===== src/rtl/fft_pkg.sv =====
// ---------------------------------------------------------------------------
// fft_pkg
// Types and constants shared by the FFT core and its output buffer.
//   FFT_N / DATA_W   : frame length and sample component width
//   sample_t         : complex sample word {re[31:16], im[15:0]}; the core's
//                      write data uses this same layout
//   tagged_sample_t  : sample plus an end-of-frame marker, as held in the FIFO
//   xfer()           : handshake rule; a word moves when push && !stall
// ---------------------------------------------------------------------------
package fft_pkg;

    localparam int FFT_N  = 16;
    localparam int DATA_W = 16;

    typedef struct packed {
        logic [DATA_W-1:0] re;
        logic [DATA_W-1:0] im;
    } sample_t;

    typedef struct packed {
        logic    last;
        sample_t s;
    } tagged_sample_t;

    function automatic logic xfer(input logic push, input logic stall);
        return push && !stall;
    endfunction

endpackage


===== src/rtl/fft_sync_fifo.sv =====
// ---------------------------------------------------------------------------
// fft_sync_fifo
// Generic single-clock FIFO with first-word-fall-through read.
// Ports:
//   clk        : clock, rising edge
//   reset      : synchronous, active-low; clears pointers/level, not the array
//   wr_en_i    : write wr_data_i at the write pointer (caller ensures not full)
//   wr_data_i  : word to store
//   rd_en_i    : advance the read pointer (caller ensures not empty)
//   rd_data_o  : head word; reads as zero while empty
//   level_o    : current occupancy, 0..DEPTH
//   full_o     : registered, high while level == DEPTH
// ---------------------------------------------------------------------------
module fft_sync_fifo #(
    parameter int DEPTH = 32,
    parameter int WIDTH = 33
) (
    input  logic                   clk,
    input  logic                   reset,
    input  logic                   wr_en_i,
    input  logic [WIDTH-1:0]       wr_data_i,
    input  logic                   rd_en_i,
    output logic [WIDTH-1:0]       rd_data_o,
    output logic [$clog2(DEPTH):0] level_o,
    output logic                   full_o
);

    localparam int AW = $clog2(DEPTH);
    localparam int LW = AW + 1;

    logic [WIDTH-1:0] mem_q [DEPTH];

    logic [AW-1:0] wr_ptr_q, wr_ptr_d;
    logic [AW-1:0] rd_ptr_q, rd_ptr_d;
    logic [LW-1:0] level_q,  level_d;
    logic          full_q,   full_d;

    // Pointers are exactly AW bits wide so they wrap on their own; occupancy
    // is tracked separately so full and empty are never ambiguous.
    always_comb begin
        wr_ptr_d = wr_ptr_q + AW'(wr_en_i);
        rd_ptr_d = rd_ptr_q + AW'(rd_en_i);
        level_d  = level_q + LW'(wr_en_i) - LW'(rd_en_i);
        full_d   = (level_d == LW'(DEPTH));
    end

    always_ff @(posedge clk) begin
        if (!reset) begin
            wr_ptr_q <= '0;
            rd_ptr_q <= '0;
            level_q  <= '0;
            full_q   <= 1'b0;
        end else begin
            wr_ptr_q <= wr_ptr_d;
            rd_ptr_q <= rd_ptr_d;
            level_q  <= level_d;
            full_q   <= full_d;
        end
    end

    // Storage carries no reset: stale contents are unreachable once the
    // pointers and level are cleared.
    always_ff @(posedge clk) begin
        if (wr_en_i) begin
            mem_q[wr_ptr_q] <= wr_data_i;
        end
    end

    // The head is read asynchronously so a word written at one edge is
    // visible right after it. Masking with the level keeps the outputs at
    // zero while empty, including straight after reset.
    assign rd_data_o = (level_q != '0) ? mem_q[rd_ptr_q] : '0;
    assign level_o   = level_q;
    assign full_o    = full_q;

endmodule


===== src/rtl/fft_out_buffer.sv =====
// ---------------------------------------------------------------------------
// fft_out_buffer
// Elastic buffer behind the FFT core. The core streams a frame without
// looking at in_stall, so this block absorbs consumer backpressure, tags the
// final sample of each frame and drops (and flags) samples arriving while full.
// Ports:
//   clk, reset             : clock; synchronous active-low reset
//   in_push/in_real/in_imag: upstream sample and valid
//   in_stall               : registered, high while the buffer is full
//   out_push               : head sample valid
//   out_real/out_imag      : head sample
//   out_last               : head sample is the last of its frame
//   out_stall              : consumer cannot accept this cycle
//   overflow               : sticky, a sample has been dropped since reset
//   level                  : occupancy
//   frame_count            : frames fully delivered, wrapping
// ---------------------------------------------------------------------------
module fft_out_buffer
    import fft_pkg::*;
#(
    parameter int DEPTH     = 32,
    parameter int FRAME_LEN = FFT_N,
    parameter int CNT_W     = 8
) (
    input  logic                   clk,
    input  logic                   reset,
    input  logic                   in_push,
    input  logic [DATA_W-1:0]      in_real,
    input  logic [DATA_W-1:0]      in_imag,
    output logic                   in_stall,
    output logic                   out_push,
    output logic [DATA_W-1:0]      out_real,
    output logic [DATA_W-1:0]      out_imag,
    output logic                   out_last,
    input  logic                   out_stall,
    output logic                   overflow,
    output logic [$clog2(DEPTH):0] level,
    output logic [CNT_W-1:0]       frame_count
);

    localparam int IW = $clog2(FRAME_LEN);
    localparam int LW = $clog2(DEPTH) + 1;

    tagged_sample_t wr_word;
    tagged_sample_t head;
    logic           head_valid;
    logic           accept;
    logic           pop;

    logic [IW-1:0]    in_idx_q,      in_idx_d;
    logic             overflow_q,    overflow_d;
    logic [CNT_W-1:0] frame_count_q, frame_count_d;

    fft_sync_fifo #(
        .DEPTH (DEPTH),
        .WIDTH ($bits(tagged_sample_t))
    ) u_fifo (
        .clk       (clk),
        .reset     (reset),
        .wr_en_i   (accept),
        .wr_data_i (wr_word),
        .rd_en_i   (pop),
        .rd_data_o (head),
        .level_o   (level),
        .full_o    (in_stall)
    );

    always_comb begin
        head_valid = (level != '0);
        // Acceptance looks only at the pre-edge level: a pop in the same
        // cycle as a full buffer does not make room for the incoming sample.
        accept     = in_push && (level < LW'(DEPTH));
        pop        = xfer(head_valid, out_stall);

        wr_word.last = (in_idx_q == IW'(FRAME_LEN - 1));
        wr_word.s.re = in_real;
        wr_word.s.im = in_imag;

        // The frame index advances on dropped samples too, so the core's
        // frame boundaries stay aligned after an overflow.
        in_idx_d      = in_push ? in_idx_q + IW'(1) : in_idx_q;
        overflow_d    = overflow_q | (in_push & ~accept);
        frame_count_d = frame_count_q + CNT_W'(pop && head.last);
    end

    always_ff @(posedge clk) begin
        if (!reset) begin
            in_idx_q      <= '0;
            overflow_q    <= 1'b0;
            frame_count_q <= '0;
        end else begin
            in_idx_q      <= in_idx_d;
            overflow_q    <= overflow_d;
            frame_count_q <= frame_count_d;
        end
    end

    assign out_push    = head_valid;
    assign out_real    = head.s.re;
    assign out_imag    = head.s.im;
    assign out_last    = head.last;
    assign overflow    = overflow_q;
    assign frame_count = frame_count_q;

endmodule

===== config.mk =====
export PLATFORM = sky130hd
export DESIGN_NAME = fft_out_buffer
export DESIGN_NICKNAME = d
export VERILOG_FILES = /design/src/rtl/fft_pkg.sv /design/src/rtl/fft_sync_fifo.sv /design/src/rtl/fft_out_buffer.sv
export SDC_FILE = /design/constraint.sdc
export NUM_CORES = 1
export LEC_CHECK = 0
export BUFFER_PORTS_ARGS = -buffer_cell sky130_fd_sc_hd__buf_2
export CAP_MARGIN = 25
export CORE_MARGIN = 2
export CORE_UTILIZATION = 62
export CTS_BUF_LIST = sky130_fd_sc_hd__clkbuf_4 sky130_fd_sc_hd__clkbuf_8 sky130_fd_sc_hd__clkbuf_16
export DETAILED_ROUTE_END_ITERATION = 10
export PLACE_DENSITY = 0.79
export SYNTH_ARGS = -nofsm -noshare
export SYNTH_HDL_FRONTEND = slang
export SYNTH_SLANG_ARGS = --single-unit

===== constraint.sdc =====
create_clock -name clk -period 3.8 [get_ports clk]
set_clock_uncertainty 0.1 [all_clocks]
set_input_delay 0.57 -clock clk [delete_from_list [all_inputs] [get_ports clk]]
set_output_delay 0.57 -clock clk [all_outputs]
set_load 0.01 [all_outputs]

==> results.md <==
* Initial antenna violation count at 3
* Final setup fails at 0
* Synth top area cells: edfxtp_1 (77%), mux4_2 (14%), dfxtp_1 (1.5%), mux2i_1 (1.2%), a22oi_1 (1.2%)
* Count leader, synth: edfxtp_1
* CTS Root Cell: clkbuf_16
* Sequential fraction of the synthesis area at 78.0%
* Least-Margin Pin Slew at 1.06 ns
* Drt pass-1 iters at 6
* Arrival time of the worst setup path at 3.09 ns
* H-tree lvl count at 3
* Area leader, netlist: edfxtp_1
* Psw at 7420 µW
* Setup Crit Path Kind: flip-flop to output pin
* Mapped cell area at 41400 µm²
* Largest net degree at the start of global routing at 73
* Top FF cell, synth: edfxtp_1
* Final hold viol count at 0
* Tmin final at 3.76 ns
* Area Growth Syn to Fin at 14.1%
* Core Region at 66000 µm²
* Fmax at 0.266 GHz
* Initial Utilization at 62.8%
* Leakage Power at 0.0148 µW
* FFs w/ async S/R, synth at 0%
* Drt via density at 7.22
* Synthesized Nets at 1876
* Residual DRC at 0
* Synthesized instance count at 1826
* Detailed-route via count at 21356
* Post-Route WL at 107000 µm
* Slew HR at 29.7%
* Syn Area/Cell at 22.7 µm²
* Layout cell share with drive strength beyond 1 at 31.2%
* Comb pwr share at 17.7%
* Pint at 21600 µW
* Die extent in y at 262 µm
* GP Congestion at 0.775
* Post-DP HPWL at 53000 µm
* Synth top cells by count: edfxtp_1 (1056), mux4_2 (260), a22oi_1 (65), mux2i_1 (49), clkbuf_1 (47)
* Outcome: complete, no violations
* CTS tree: yes
* Remaining antenna violation count at 0
* RSZ-0062 raised after global routing: false
* Die Width at 262 µm
* Clk sink count at 1086
* Register-to-register setup slack at 0.84 ns
* Die area at 68900 µm²
* Yosys warns at 0
* CP max FO at 17
* Placement Setup Slack at 0.597 ns
* Post-synth EDFFs at 1056
* Nets at 2056
* Switching Share at 25.6%
* Synth top area share at 76.6%
* Final worst slack at 0.0353 ns
* Min-delay worst type: input pin to flip-flop
* Antenna cells at 0
* Wire per inst at 36.0 µm
* Clock insertion delay at the later pin of the skew report at 0.66 ns
* Reg clk slew, reported paths at 0.06 ns
* Max Buffers Root-to-Sink at 3
* Synth Register Bits at 1086
* Max VDD drop at 0.510 mV
* Clock power share at 35.8%
* WP data required at 3.13 ns
* CP Launch Type: flip-flop
* FP Rows at 94
* Vias in the first global route at 21793
* GRT overflow at 0
* Number of I/O pins at 86
* # Max-Cap Violations at 0
* Port Buffer Count at 85
* CTS Buf Count at 103
* Total negative setup slack at 0 ns
* GR Util All Layers at 31.3%
* Period utilisation layout at 99.1%
* Pwr Density at 614 nW/µm²
* First-pass GRT wire length at 153000 µm
* Critical Path End Type: output pin
* Yosys cell types at 37
* Pins Over Slew Limit at 0
* Sequential share of power at 46.5%
* 1st-iter DRT viols at 3130
* Cts hold-fix bufs at 0
[layout by cell type, fill, tap and decap left out, drive strengths merged, types with 14 or more instances in the layout]
cell / instances
edfxtp: 1056
mux4: 260
buf: 181
clkbuf: 116
a22oi: 65
clkinv: 57
mux2i: 49
nor2: 40
o22ai: 32
a211o: 32
a31oi: 32
dfxtp: 30
and2: 26
xnor2: 14
[registers in the layout, indices dropped and copies added (netlist names)]
signal           count
in_idx_q             4
u_fifo.full_o        1
u_fifo.wr_ptr_q      5
u_fifo.mem_q      1056
frame_count          8
u_fifo.rd_ptr_q      5
u_fifo.level_o       6
overflow             1
[metrics by stage]
stage	hold WS [ns]	instances	power, µW	cell area, µm²	util, %
floorplan	0.410	1826	17100	41400	-
global placement	0.365	2758	18600	43700	66.2
detailed placement	0.383	2758	18700	43700	66.2
CTS	0.165	2959	29000	47200	71.6
global route	0.188	2959	29800	47200	71.6
finish	0.187	2959	29000	47200	71.6
[worst max-delay path, cell delays in order (launching register included)]
cell and delay, ns:
dfxtp_2 0.35, buf_4 0.34, nor2_1 0.12, nand2_1 0.12
buf_4 0.37, o22ai_1 0.19, a211o_1 0.29, a31oi_1 0.42
buf_2 0.23
[cell families after synthesis]
kind of cell / Yosys count / synth area share, %
AO/OA/AOI/OAI: 167 / 2.91
XOR/XNOR: 20 / 0.423
adder cells (fa/ha/maj): 14 / 0.441
buffers and inverters: 115 / 1.43
flip-flops: 1086 / 78.0
multiplexers: 309 / 15.3
AND/OR/NAND/NOR: 115 / 1.47
[final timing paths]
path	from	end	depth (start not counted)
worst min register to register	overflow$_SDFF_PN0_	overflow$_SDFF_PN0_	2
worst max-delay path	u_fifo.rd_ptr_q[4]$_SDFF_PN0_	out_imag[0]	8
worst max register to register	u_fifo.rd_ptr_q[1]$_SDFF_PN0_	frame_count[6]$_SDFF_PN0_	11
worst min-delay path	in_push	overflow$_SDFF_PN0_	3
[power groups by stage]
stage / Sequential, µW / Clock [µW] / Combinational [µW]
6_report: 13500 / 10400 / 5130
5_1_grt: 13500 / 10900 / 5420
4_1_cts: 13500 / 10400 / 5120
3_5_place_dp: 13800 / 0 / 4940
3_3_place_gp: 13700 / 0 / 4860
2_1_floorplan: 13700 / 0 / 3460
[layer usage]
| layer | share of wire [%] | global-route usage (%) |
|---|---|---|
| met1 | 34 | 41.9 |
| met2 | 49 | 50.3 |
| met3 | 13 | 7.87 |
| met4 | 3.9 | 12.3 |
| met5 | 0.030 | 0 |
[cell type report]
type                            count  area, µm²
Fill cell                        3464      18700
Multi-Input combinational cell    625       8800
Tap cell                          864       1080
Clock buffer                      116       2680
Sequential cell                  1086      32300
Inverter                            9       33.8
Timing Repair Buffer              181       1590
Clock inverter                     78        752
[what timing repair did]
| item | 4_1_cts | 5_1_grt |
|---|---|---|
| hold endpoints to repair | 0 | 0 |
| setup endpoints to repair | 8 | 1 |
| gates resized for setup | 2 | 1 |
| setup buffers | 7 | 0 |
No activity file was read; power rests on OpenSTA's default activity.
